### src/rtl/icw_ocw_sequencer.sv
// Command-word sequencer for an 8259-style PIC.
// Tracks ICW1..ICW4 initialization, disambiguates A1=1 writes by state,
// holds configuration registers and issues one-cycle command pulses.
module icw_ocw_sequencer #(
  parameter logic [7:0] IMR_INIT = 8'h00
) (
  input  logic       clk,
  input  logic       rst_n,
  input  logic       write_ICW_1,
  input  logic       write_ICW2_4,
  input  logic       write_OCW1,
  input  logic       write_OCW2,
  input  logic       write_OCW3,
  input  logic [7:0] internal_bus,
  output logic       init_done,
  output logic       ltim,
  output logic       single,
  output logic       ic4,
  output logic [4:0] vector_base,
  output logic [7:0] icw3,
  output logic       upm,
  output logic       aeoi,
  output logic [1:0] buf_ms,
  output logic       sfnm,
  output logic [7:0] imr,
  output logic       read_isr_sel,
  output logic       smm,
  output logic       ocw2_valid,
  output logic [2:0] ocw2_cmd,
  output logic [2:0] ocw2_level,
  output logic       poll_pulse,
  output logic       init_clear
);

  localparam int unsigned NUM_STRB = 5;

  typedef enum logic [2:0] {
    UNINIT    = 3'd0,
    WAIT_ICW2 = 3'd1,
    WAIT_ICW3 = 3'd2,
    WAIT_ICW4 = 3'd3,
    READY     = 3'd4
  } state_t;

  state_t state, state_d;

  logic [NUM_STRB-1:0] strb, strb_q;
  logic [7:0]          data_q;
  logic                armed;
  logic                commit;
  logic                a1_write;

  logic       ltim_d, single_d, ic4_d, upm_d, aeoi_d, sfnm_d;
  logic [4:0] vector_base_d;
  logic [7:0] icw3_d, imr_d;
  logic [1:0] buf_ms_d;
  logic       read_isr_sel_d, smm_d;
  logic       ocw2_valid_d, poll_pulse_d, init_clear_d;
  logic [2:0] ocw2_cmd_d, ocw2_level_d;

  // Bit order: {OCW3, OCW2, OCW1, ICW2_4, ICW1}
  assign strb     = {write_OCW3, write_OCW2, write_OCW1, write_ICW2_4, write_ICW_1};
  assign commit   = (strb_q != '0) && (strb == '0);
  assign a1_write = strb_q[1] | strb_q[2];

  // Strobe/data capture; armed blocks a strobe already high when reset is released
  always_ff @(posedge clk or negedge rst_n) begin
    if (!rst_n) begin
      strb_q <= '0;
      data_q <= '0;
      armed  <= 1'b0;
    end else begin
      strb_q <= armed ? strb : '0;
      if (strb == '0) armed <= 1'b1;
      if (strb != '0) data_q <= internal_bus;
    end
  end

  // State and configuration register bank
  always_ff @(posedge clk or negedge rst_n) begin
    if (!rst_n) begin
      state        <= UNINIT;
      init_done    <= 1'b0;
      ltim         <= 1'b0;
      single       <= 1'b0;
      ic4          <= 1'b0;
      vector_base  <= '0;
      icw3         <= '0;
      upm          <= 1'b0;
      aeoi         <= 1'b0;
      buf_ms       <= '0;
      sfnm         <= 1'b0;
      imr          <= IMR_INIT;
      read_isr_sel <= 1'b0;
      smm          <= 1'b0;
      ocw2_valid   <= 1'b0;
      ocw2_cmd     <= '0;
      ocw2_level   <= '0;
      poll_pulse   <= 1'b0;
      init_clear   <= 1'b0;
    end else begin
      state        <= state_d;
      init_done    <= (state_d == READY);
      ltim         <= ltim_d;
      single       <= single_d;
      ic4          <= ic4_d;
      vector_base  <= vector_base_d;
      icw3         <= icw3_d;
      upm          <= upm_d;
      aeoi         <= aeoi_d;
      buf_ms       <= buf_ms_d;
      sfnm         <= sfnm_d;
      imr          <= imr_d;
      read_isr_sel <= read_isr_sel_d;
      smm          <= smm_d;
      ocw2_valid   <= ocw2_valid_d;
      ocw2_cmd     <= ocw2_cmd_d;
      ocw2_level   <= ocw2_level_d;
      poll_pulse   <= poll_pulse_d;
      init_clear   <= init_clear_d;
    end
  end

  // Next-state and next-register decode on each committed write
  always_comb begin
    state_d        = state;
    ltim_d         = ltim;
    single_d       = single;
    ic4_d          = ic4;
    vector_base_d  = vector_base;
    icw3_d         = icw3;
    upm_d          = upm;
    aeoi_d         = aeoi;
    buf_ms_d       = buf_ms;
    sfnm_d         = sfnm;
    imr_d          = imr;
    read_isr_sel_d = read_isr_sel;
    smm_d          = smm;
    ocw2_valid_d   = 1'b0;
    ocw2_cmd_d     = ocw2_cmd;
    ocw2_level_d   = ocw2_level;
    poll_pulse_d   = 1'b0;
    init_clear_d   = 1'b0;

    if (commit) begin
      if (strb_q[0]) begin
        // ICW1 restarts initialization from any state
        ltim_d         = data_q[3];
        single_d       = data_q[1];
        ic4_d          = data_q[0];
        imr_d          = IMR_INIT;
        smm_d          = 1'b0;
        read_isr_sel_d = 1'b0;
        icw3_d         = '0;
        upm_d          = 1'b0;
        aeoi_d         = 1'b0;
        buf_ms_d       = '0;
        sfnm_d         = 1'b0;
        init_clear_d   = 1'b1;
        state_d        = WAIT_ICW2;
      end else if (a1_write) begin
        case (state)
          WAIT_ICW2: begin
            vector_base_d = data_q[7:3];
            if (!single)   state_d = WAIT_ICW3;
            else if (ic4)  state_d = WAIT_ICW4;
            else           state_d = READY;
          end
          WAIT_ICW3: begin
            icw3_d  = data_q;
            state_d = ic4 ? WAIT_ICW4 : READY;
          end
          WAIT_ICW4: begin
            upm_d    = data_q[0];
            aeoi_d   = data_q[1];
            buf_ms_d = data_q[3:2];
            sfnm_d   = data_q[4];
            state_d  = READY;
          end
          READY:   imr_d = data_q;
          default: ;
        endcase
      end else if (strb_q[3]) begin
        if (state == READY) begin
          ocw2_valid_d = 1'b1;
          ocw2_cmd_d   = data_q[7:5];
          ocw2_level_d = data_q[2:0];
        end
      end else if (strb_q[4]) begin
        if (state == READY) begin
          if (data_q[1]) read_isr_sel_d = data_q[0];
          if (data_q[6]) smm_d          = data_q[5];
          poll_pulse_d = data_q[2];
        end
      end
    end
  end

endmodule
### config.mk
export PLATFORM = sky130hd
export DESIGN_NAME = icw_ocw_sequencer
export DESIGN_NICKNAME = d
export VERILOG_FILES = /design/src/rtl/icw_ocw_sequencer.sv
export SDC_FILE = /design/constraint.sdc
export NUM_CORES = 1
export LEC_CHECK = 0
export CAP_MARGIN = 0
export CORE_UTILIZATION = 49
export CTS_CLUSTER_SIZE = 10
export DETAILED_ROUTE_END_ITERATION = 8
export GPL_TIMING_DRIVEN = 0
export PLACE_DENSITY = 0.83
export SYNTH_ARGS = -nofsm -noshare
export SYNTH_HDL_FRONTEND = slang
export SYNTH_SLANG_ARGS = --single-unit
### constraint.sdc
create_clock -name clk -period 2.05 [get_ports clk]
set_input_delay 0.3075 -clock clk [delete_from_list [all_inputs] [get_ports clk]]
set_output_delay 0.3075 -clock clk [all_outputs]
set_load 0.005 [all_outputs]
==> run_results.csv <==
group,metric,value,unit
grt,grt_max_degree,39,
routing,via_per_inst,5.17,
worst_setup_path,crit_buf_inv,2,
cts,cts_max_level,3,
synth,synth.top_cell.area_share,60.4,%
power_and_ir_drop,p_per_area,917,nW/um^2
cts,cts_buffers,9,
min_path,min_to,"strb_q[4]",
cts,cts_sinks,58,
cts,cts_buffer_depth,2,
routing,drt-total-wl,4960,um
worst_setup_path,end_kind,"flop",
sta,drv_slew,0,
power_and_ir_drop,ir_drop,0.000536,V
routing,num_vias,1746,
worst_setup_path,worstSetupPathType,"in2reg",
place,place.port_buffers,55,
die,ios,56,
sta,report.final.hold_viol_count,0,
synth,ys_types,34,
worst_setup_path,worst_r2r_path_depth,4,
cts,path_clk_slew,0.06,ns
grt,grtUsageTotal,21.6,%
cells_and_area,n_antenna_cell,0,
cells_and_area,area_growth,40.4,%
routing,wl_per_cell,14.7,um
routing,drcViolationCount,2,
worst_setup_path,required,2.30,ns
place,place_hpwl,3430,um
worst_setup_path,reg2reg_to,"ocw2_cmd[0]",
cts,clock_latency,0.33,ns
place,place.gp.congestion,0.828,
cells_and_area,layout-drive-gt1-share,25.1,%
min_path,hold_path_depth,2,
outcome,outcome,"finished with violations",
run,cap_violations,0,
min_path,hold_class,"in2reg",
worst_setup_path,r2r_slack,0.13,ns
power_and_ir_drop,p_leak,1.55,nW
worst_setup_path,slowest_stage,"or4_4",
die,placementRows,25,
min_path,min_from,"write_OCW3",
place,dpl.cell_count,317,
synth,synth-seq-cells,58,
worst_setup_path,path_common_cell,"or3_4",
cts,root_buffer,"clkbuf_8",
grt,grt.overflow.total,0,
sta,min_period,2.00,ns
die,die_y,72.1,um
sta,holdWs,0.227,ns
synth,synth_fp_nets,209,
synth,synth_area_leader_cell,"dfrtp_1",
sta,fmax,0.500,GHz
cells_and_area,fin_cells,338,
worst_setup_path,r2r-start,"strb_q[1]",
grt,grt_pass1_wl,8290,um
synth,ys_top_cells_by_area,"dfrtp_1 (60%), mux2_2 (16%), nand2_1 (4.5%)",
synth,yosys_warnings,0,
die,coreArea,4720,um^2
routing,detail_route.iter0.violations,60,
outcome,violations,"DRC",
worst_setup_path,crit_fanout,6,
cells_and_area,final_cell_mix,"dfrtp_1 (58), clkdlybuf4s50_1 (50), mux2_2 (35), nand2_1 (29), clkbuf_8 (11)",
sta,worst_pin_slew,0.559,ns
sta,maxSlewHeadroom,62.6,%
die,die-area,5190,um^2
synth,postSynthCellCount,194,
synth,syn_area,2400,um^2
sta,period_share,97.5,%
synth,avgSynthCellArea,12.4,um^2
cts,cts_tree,"done",
die,start_util,50.9,%
cells_and_area,layout_commonest_cell,"dfrtp_1",
worst_setup_path,start_kind,"input pin",
sta,clock_skew,0.00735,ns
worst_setup_path,critical-path-top-delay-family,"simple AND/OR/NAND/NOR gates",
sta,final-setup-viol-count,0,
routing,first_pass_iters,7,
sta,rsz0062_at_grt,"yes",
worst_setup_path,cp.arrival,2.25,ns
synth,synth_seq_area_share,60.4,%
cells_and_area,num-nets-final,282,
grt,grt_antenna_before_repair,0,
worst_setup_path,slowest_delay,0.51,ns
grt,grt_pass1_vias,1734,
worst_setup_path,crit_chain,"clkdlybuf4s15_1 > or4_4 > or2_1 > buf_6 > or3_4 > or3_4 > o21ai_2",
routing,ant_nets,0,
die,fp.dieW,72.1,um
## what timing repair did
item	in CTS	in global routing
endpoints found under the setup margin	28	15
hold buffers	1	0
endpoints found under the hold margin	20	0
gates resized for setup	13	3
cloned	0	0
pin swaps	5	3
buffers inserted	5	0
## worst register-to-register path, cell delays in order (launching register included)
cell and delay [ns]:
dfrtp_1 0.37, nor2_1 0.45, nand3_1 0.22, nor3_4 0.38, mux2_2 0.38
## cells in the mapped netlist
cell and number:
nor3_2 1, a211oi_1 1, nor4_1 2, and3b_1 1
mux2_2 35, clkbuf_1 4, or4_1 1, or2_2 1
a22o_1 2, o22a_1 1, nand2_1 29, or4_4 1
nor2_1 4, or2_0 1, nand4_1 2, dfrtp_1 58
nand2b_1 4, o21ai_0 3, nor3_1 1, o31a_1 1
inv_1 4, nand3_1 4, nor3b_1 3, a21oi_1 4
nor2_2 2, and2_1 5, nor2b_1 10, a41oi_1 1
buf_6 1, o21ai_2 1, o32a_1 1, a2bb2oi_1 2
buf_2 1, or3_1 2
## cell families after synthesis
logic type	count (synthesis)	share of synthesized area (%)
flops	58	60.4
simple gates	74	16.2
buf+inv	10	1.92
compound gates	17	5.10
mux	35	16.4
## metrics by stage
stage	util [%]	TNS (ns)	cell area [um^2]	setup slack (ns)	power [W]
final	71.5	0	3380	0.0516	0.00310
after global routing	71.5	-0.000387	3380	-0.000387	0.00324
after CTS	71.3	0	3370	0.0153	0.00311
after detailed placement	64.7	-20.08	3050	-0.622	0.00194
after global placement	64.3	-78.93	3040	-1.04	0.00192
after floorplan	-	0	2400	0.0125	0.00164
## state kept, by name (all words and copies together), names as in the netlist, 2 cells and up
signal       count
ocw2_cmd         3
vector_base      5
data_q           8
buf_ms           2
imr              8
strb_q           5
ocw2_level       3
state            3
icw3             8
## area by class of cell
cell class	count	area (um^2)
flip-flops and latches	58	1450
inverters	4	15.0
well taps	67	83.8
clock inverters	2	60.1
plain buffers	6	31.3
clock buffers	13	159
fillers	344	1350
multi-input cells	126	945
repair buffers	62	632
## power by group
group,leakage (nW),switching [W],internal (W),total (W)
registers,0.753,0.0000924,0.00128,0.00137
logic,0.685,0.000238,0.000333,0.000571
clock network,0.110,0.000413,0.000745,0.00116
total,1.55,0.000743,0.00235,0.00310
## how the worst max path moves through the flow
| stage | endpoint | slack, ns | cells past startpoint | start |
|---|---|---|---|---|
| floorplan | ocw2_cmd[0] | 0.01 | 5 | write_ICW_1 |
| global placement | strb_q[0] | -1.04 | 1 | rst_n |
| detailed placement | ocw2_level[0] | -0.62 | 6 | write_ICW_1 |
| CTS | init_done | 0.02 | 7 | write_OCW2 |
| global route | init_done | -0.0004 | 7 | write_OCW2 |
| finish | init_done | 0.05 | 7 | write_OCW2 |
## layer usage
layer | global-route usage (%) | vias to the layer above | share of wire [%]
met5 | 0 | - | 0
met4 | 12.9 | 0 | 2.3
li1 | - | 822 | -
met1 | 28.1 | 849 | 45
met3 | 4.58 | 12 | 3.9
met2 | 33.5 | 63 | 49
Note: power is estimated with default switching activity, not from simulation.
